## config.mk

```make
export PLATFORM = sky130hd
export DESIGN_NAME = iomem_arbiter
export DESIGN_NICKNAME = d
export VERILOG_FILES = /design/src/rtl/iomem_arbiter.sv
export SDC_FILE = /design/constraint.sdc
export NUM_CORES = 1
export LEC_CHECK = 0
export CORE_AREA = 2 2 121 123
export CTS_CLUSTER_DIAMETER = 100
export DETAILED_ROUTE_END_ITERATION = 12
export DIE_AREA = 0 0 123 125
export PLACE_DENSITY_LB_ADDON = 0.1
export SYNTH_ARGS = -nofsm -noshare
export SYNTH_HDL_FRONTEND = slang
export SYNTH_SLANG_ARGS = --single-unit
```

## constraint.sdc

```tcl
create_clock -name clk -period 4.2 [get_ports clk]
set_input_delay 0.63 -clock clk [delete_from_list [all_inputs] [get_ports clk]]
set_output_delay 0.63 -clock clk [all_outputs]
set_load 0.02 [all_outputs]
```

## src/rtl/iomem_arbiter.sv

```systemverilog
// iomem_arbiter: shares one iomem slave bus between two iomem masters.
//
// Master 0 is the soc iomem port, master 1 a secondary master (debug/DMA).
// A request is captured into registers in IDLE and presented on s_* during
// BUSY. Ties are broken round-robin. A granted access that waits too long
// for s_ready is aborted and the master gets TIMEOUT_RDATA.
//
// Ports:
//   clk, resetn                  clock, asynchronous active-low reset
//   m0_* / m1_*                  master request (valid/wstrb/addr/wdata) and
//                                completion (ready pulse, rdata)
//   s_valid/s_wstrb/s_addr/s_wdata   captured request to the slave
//   s_ready/s_rdata              slave completion and read data
//   timeout_pulse                one-cycle pulse on an aborted access
//   timeout_flag                 sticky abort indicator, cleared by timeout_clr
//   timeout_master               master id of the most recent abort
//   timeout_clr                  clears timeout_flag on the next edge
module iomem_arbiter #(
   parameter int unsigned TIMEOUT_CYCLES = 255,
   parameter logic [31:0] TIMEOUT_RDATA  = 32'hDEAD_BEEF
) (
   input  logic        clk,
   input  logic        resetn,

   input  logic        m0_valid,
   output logic        m0_ready,
   input  logic [3:0]  m0_wstrb,
   input  logic [31:0] m0_addr,
   input  logic [31:0] m0_wdata,
   output logic [31:0] m0_rdata,

   input  logic        m1_valid,
   output logic        m1_ready,
   input  logic [3:0]  m1_wstrb,
   input  logic [31:0] m1_addr,
   input  logic [31:0] m1_wdata,
   output logic [31:0] m1_rdata,

   output logic        s_valid,
   input  logic        s_ready,
   output logic [3:0]  s_wstrb,
   output logic [31:0] s_addr,
   output logic [31:0] s_wdata,
   input  logic [31:0] s_rdata,

   output logic        timeout_pulse,
   output logic        timeout_flag,
   output logic        timeout_master,
   input  logic        timeout_clr
);

   typedef enum logic {StIdle, StBusy} state_e;

   state_e      state_q, state_d;
   logic        grant_q, grant_d;
   logic        last_grant_q, last_grant_d;
   logic [31:0] counter_q, counter_d;
   logic [3:0]  wstrb_q, wstrb_d;
   logic [31:0] addr_q, addr_d;
   logic [31:0] wdata_q, wdata_d;
   logic        flag_q, flag_d;
   logic        tmaster_q, tmaster_d;

   logic        sel;
   logic        done;
   logic        abort;
   logic        finish;
   logic [31:0] resp_data;

   // Tie goes to the master that did not win last time; otherwise the sole requester.
   always_comb begin
      sel = m1_valid;
      if (m0_valid && m1_valid) begin
         sel = ~last_grant_q;
      end
   end

   // s_ready in the last allowed cycle wins over the abort.
   always_comb begin
      done   = (state_q == StBusy) && s_ready;
      abort  = (state_q == StBusy) && !s_ready && (TIMEOUT_CYCLES != 0) &&
               (counter_q == TIMEOUT_CYCLES - 1);
      finish = done || abort;
   end

   always_comb begin
      state_d      = state_q;
      grant_d      = grant_q;
      last_grant_d = last_grant_q;
      counter_d    = counter_q;
      wstrb_d      = wstrb_q;
      addr_d       = addr_q;
      wdata_d      = wdata_q;
      flag_d       = flag_q;
      tmaster_d    = tmaster_q;

      if (timeout_clr) begin
         flag_d = 1'b0;
      end

      unique case (state_q)
         StIdle: begin
            if (m0_valid || m1_valid) begin
               grant_d      = sel;
               last_grant_d = sel;
               counter_d    = '0;
               wstrb_d      = sel ? m1_wstrb : m0_wstrb;
               addr_d       = sel ? m1_addr  : m0_addr;
               wdata_d      = sel ? m1_wdata : m0_wdata;
               state_d      = StBusy;
            end
         end
         StBusy: begin
            // Granted master dropping valid here is ignored; the access runs to the end.
            if (finish) begin
               state_d = StIdle;
            end else begin
               counter_d = counter_q + 32'd1;
            end
         end
         default: state_d = StIdle;
      endcase

      // A new abort overrides a simultaneous clear.
      if (abort) begin
         flag_d    = 1'b1;
         tmaster_d = grant_q;
      end
   end

   always_ff @(posedge clk or negedge resetn) begin
      if (!resetn) begin
         state_q      <= StIdle;
         grant_q      <= 1'b0;
         last_grant_q <= 1'b1;
         counter_q    <= '0;
         wstrb_q      <= '0;
         addr_q       <= '0;
         wdata_q      <= '0;
         flag_q       <= 1'b0;
         tmaster_q    <= 1'b0;
      end else begin
         state_q      <= state_d;
         grant_q      <= grant_d;
         last_grant_q <= last_grant_d;
         counter_q    <= counter_d;
         wstrb_q      <= wstrb_d;
         addr_q       <= addr_d;
         wdata_q      <= wdata_d;
         flag_q       <= flag_d;
         tmaster_q    <= tmaster_d;
      end
   end

   always_comb begin
      resp_data      = abort ? TIMEOUT_RDATA : s_rdata;
      m0_ready       = finish && !grant_q;
      m1_ready       = finish && grant_q;
      m0_rdata       = m0_ready ? resp_data : 32'd0;
      m1_rdata       = m1_ready ? resp_data : 32'd0;
      s_valid        = (state_q == StBusy);
      s_wstrb        = wstrb_q;
      s_addr         = addr_q;
      s_wdata        = wdata_q;
      timeout_pulse  = abort;
      timeout_flag   = flag_q;
      timeout_master = tmaster_q;
   end

endmodule
```

==> metrics.txt <==
status=finished, final reports clean; Leak Pwr=4.10 nW; worst path cell trace=inv_1 -> ha_1 -> nor4b_1 -> nand4_1 -> or4_4 -> buf_12 -> a21boi_0 -> clkdlybuf4s50_1; Clock Root Buffer=clkbuf_16; Slew HR=between 20% and 30%; Hold Vio Cnt, Final=0; H-tree levels=3; Worst-Skew Late Latency=0.36 ns; clk slew on worst S/H paths=0.08 ns; final setup skew=0.0111 ns; clock sink count=approximately 110; total internal power=0.00287 W; Critical Path Start Type=register; drt drc=0; kind of critical path=register to output pin; Detailed Place HPWL=15300 um; vias in the first global route=6074; crit path max-delay cell type=clkdlybuf4s50_1; fin nets=1110; Setup Buffers After CTS=0; setup violators final=0; I/O Buffers=311; worst hold-check path type=primary input to async pin; deepest clock path buffer count=2; # rows=44; CTS tree=built; initial antenna violation count=0; worst r2r path cells=8; largest area contributor in the netlist=dfrtp_1; Sw Share=39.1%; ANT cells=0; r2r endpoint=counter_q[1]$_DFFE_PN0P_; GPL Wtd Cong=0.845; Worst-Margin Slew=1.06 ns; Place WS=0.510 ns; asr flop ratio synth=100%; area delta synth->final=58.3%; f_max=260 MHz; CP max FO=50; pwr/cell area=488 nW/um^2; drt first pass iters=5; CTS resizes=0; chip width=about 120 um; drt total wl=20200 um; area of the mapped netlist=slightly above 6000 um^2; max-cap violations=0; # IOs=312; Clk pwr share=20.7%; largest net degree at the start of global routing=138; # fillers=1134; wire length of the first global-routing pass=32100 um; YS warnings=0; Post-Synthesis Cells=653; WP data arrival=3.22 ns; Buffers & Inverters on Critical Path=3; sw power=0.00184 W; ys flop type=dfrtp_1; die height=125 um; share of cells above drive strength 1=about a tenth; Final TNS setup=0 ns; RSZ-0062 raised after global routing=false; TritonCTS Buffers=9; RR Startpoint=counter_q[0]$_DFFE_PN0P_; top cells by area, synth=dfrtp_1 43%, mux2i_1 11%, nand2_1 7.6%; DIE AREA=15400 um^2; Initial Utilization=42.9%; delay-heaviest family, CP=simple AND/OR/NAND/NOR gates; Core Area=about 14000 um^2; Yosys reg bits=roughly 110; grt total ovfl=0; Vias=6107; number of distinct library cells after synthesis=between 50 and 60; Setup WS post-layout=0.354 ns; Logic pwr share=~47%; Seq/Total Area, Yosys=a little over two fifths; maximum VDD drop=between 0.2 and 0.3 mV; multi-input logic area=3190 um^2; number of synthesized flops with an enable pin=0; Slew Limit Fails=0; Post-CTS Hold Fix Bufs=0; WL/cell=17.9 um; R2R setup slack=approximately 1.6 ns; overall routing resource usage=26.7%; fin crit period=roughly 3.8 ns; Synth top area share=42.7%; Detail Route Antenna Nets=0; Starting DRT DRC Count=458; CP endpoint kind=output pin; Reg power frac=32.9%; Syn Area/Cell=9.34 um^2; Vias/cell=5.44; net count after synthesis=829; Worst EP required=around 3.6 ns; CP peak stage delay=0.62 ns; Reg area=approximately 2600 um^2; fin crit share=91.6%
[layer usage]
layer  global-route usage [%]  vias up  share of wire (%)
met4                     10.9        0                4.0
met1                     32.6     2898                 39
li1                         -     2902                  -
met5                        0        -                  0
met3                     6.57       49                6.2
met2                     44.9      258                 50
[cells in the final DEF, fill, tap and decap left out, types with 4 or more instances in the layout]
cell type        instances
a22o_1                   6
a21boi_2                23
a21o_1                   6
clkbuf_16                9
a21boi_0                 5
nand4_1                 15
mux2i_1                 68
o31ai_1                  6
nand3_1                 12
a21oi_1                  7
o21ai_0                 76
nor2_1                  17
nand2_1                123
a31oi_1                 21
nor4_1                   6
and4_1                   4
and3_1                  12
a21oi_2                 25
nand2b_1                 4
dfrtp_1                103
nor3_1                   4
buf_4                   12
and2_1                   9
clkdlybuf4s50_1        310
inv_1                    6
[worst max-delay path by stage]
stage                                   from  endpoint  slack [ns]  depth (start not counted)
floorplan                            s_ready  m1_ready        1.33                          5
global placement                     s_ready  m1_ready        0.51                          6
global route        counter_q[0]$_DFFE_PN0P_  m1_ready        0.12                          8
CTS                 counter_q[0]$_DFFE_PN0P_  m1_ready        0.19                          8
detailed placement                   s_ready  m1_ready        0.51                          6
finish              counter_q[0]$_DFFE_PN0P_  m1_ready        0.35                          8
[cells in the mapped netlist (all sizes together) (2+ instances only)]
library cell and count:
a21boi 28, a21o 6, a21oi 32, a22o 6
a2bb2oi 2, a31oi 24, a41oi 3, and2 9
and3 12, and4 4, buf 19, clkbuf 35
dfrtp 104, ha 2, inv 7, mux2i 68
nand2 124, nand2b 4, nand3 12, nand4 16
nor2 18, nor2b 2, nor3 4, nor4 8
o211ai 2, o21ai 79, o31ai 6, o41ai 2
or2 3, or4 3
[cell families (layout without fill, tap and decap cells)]
kind of cell | Yosys count | count (layout) | synth area share, %
simple gates | 221 | 221 | 17.4
compound gates | 195 | 195 | 22.7
flops | 105 | 105 | 43.1
mux | 69 | 69 | 11.4
buf+inv | 61 | 347 | 4.97
fa+ha+maj | 2 | 2 | 0.410
[sequential cells by signal, indices dropped and copies added, names as in the netlist]
register / count
timeout_master: 1
s_valid: 1
grant_q: 1
s_wdata: 32
counter_q: 32
last_grant_q: 1
s_wstrb: 4
s_addr: 32
timeout_flag: 1
[power by group through the flow]
| stage | combinational (W) | sequential (W) | clock (W) |
|---|---|---|---|
| finish | 0.00219 | 0.00155 | 0.000974 |
| detailed placement | 0.00220 | 0.00156 | 0 |
| global placement | 0.00217 | 0.00155 | 0 |
| floorplan | 0.000828 | 0.00181 | 0 |
| global route | 0.00233 | 0.00160 | 0.00104 |
| CTS | 0.00221 | 0.00155 | 0.000991 |
[per-stage QoR]
step / instances / hold WS [ns] / total power (W) / util, % / cell area [um^2]
after floorplan: 653 / 0.334 / 0.00264 / - / 6100
final: 1123 / 0.423 / 0.00472 / 68.0 / 9660
after detailed placement: 1107 / 0.470 / 0.00376 / 65.5 / 9310
after CTS: 1123 / 0.478 / 0.00475 / 68.0 / 9650
after global routing: 1123 / 0.508 / 0.00496 / 68.0 / 9660
after global placement: 1107 / 0.455 / 0.00372 / 65.5 / 9310
[layout make-up]
cell class                      count  share of cell area, %
Clock buffer                        9                   2.33
Clock inverter                      7                   1.23
Inverter                            7                  0.298
Multi-Input combinational cell    487                   33.0
Sequential cell                   105                   27.2
Tap cell                          184                   2.38
Timing Repair Buffer              324                   33.5
[worst register-to-register path: cells and delay by family (launching register included)]
kind	cells	cell delay (ns)
and+or+nand+nor	3	1.07
buffers and inverters	2	0.27
muxes	1	0.32
DFF	1	0.42
adders and majority gates	1	0.15
AOI/OAI and AO/OA	1	0.30
Note: power is estimated with default switching activity, not from simulation.
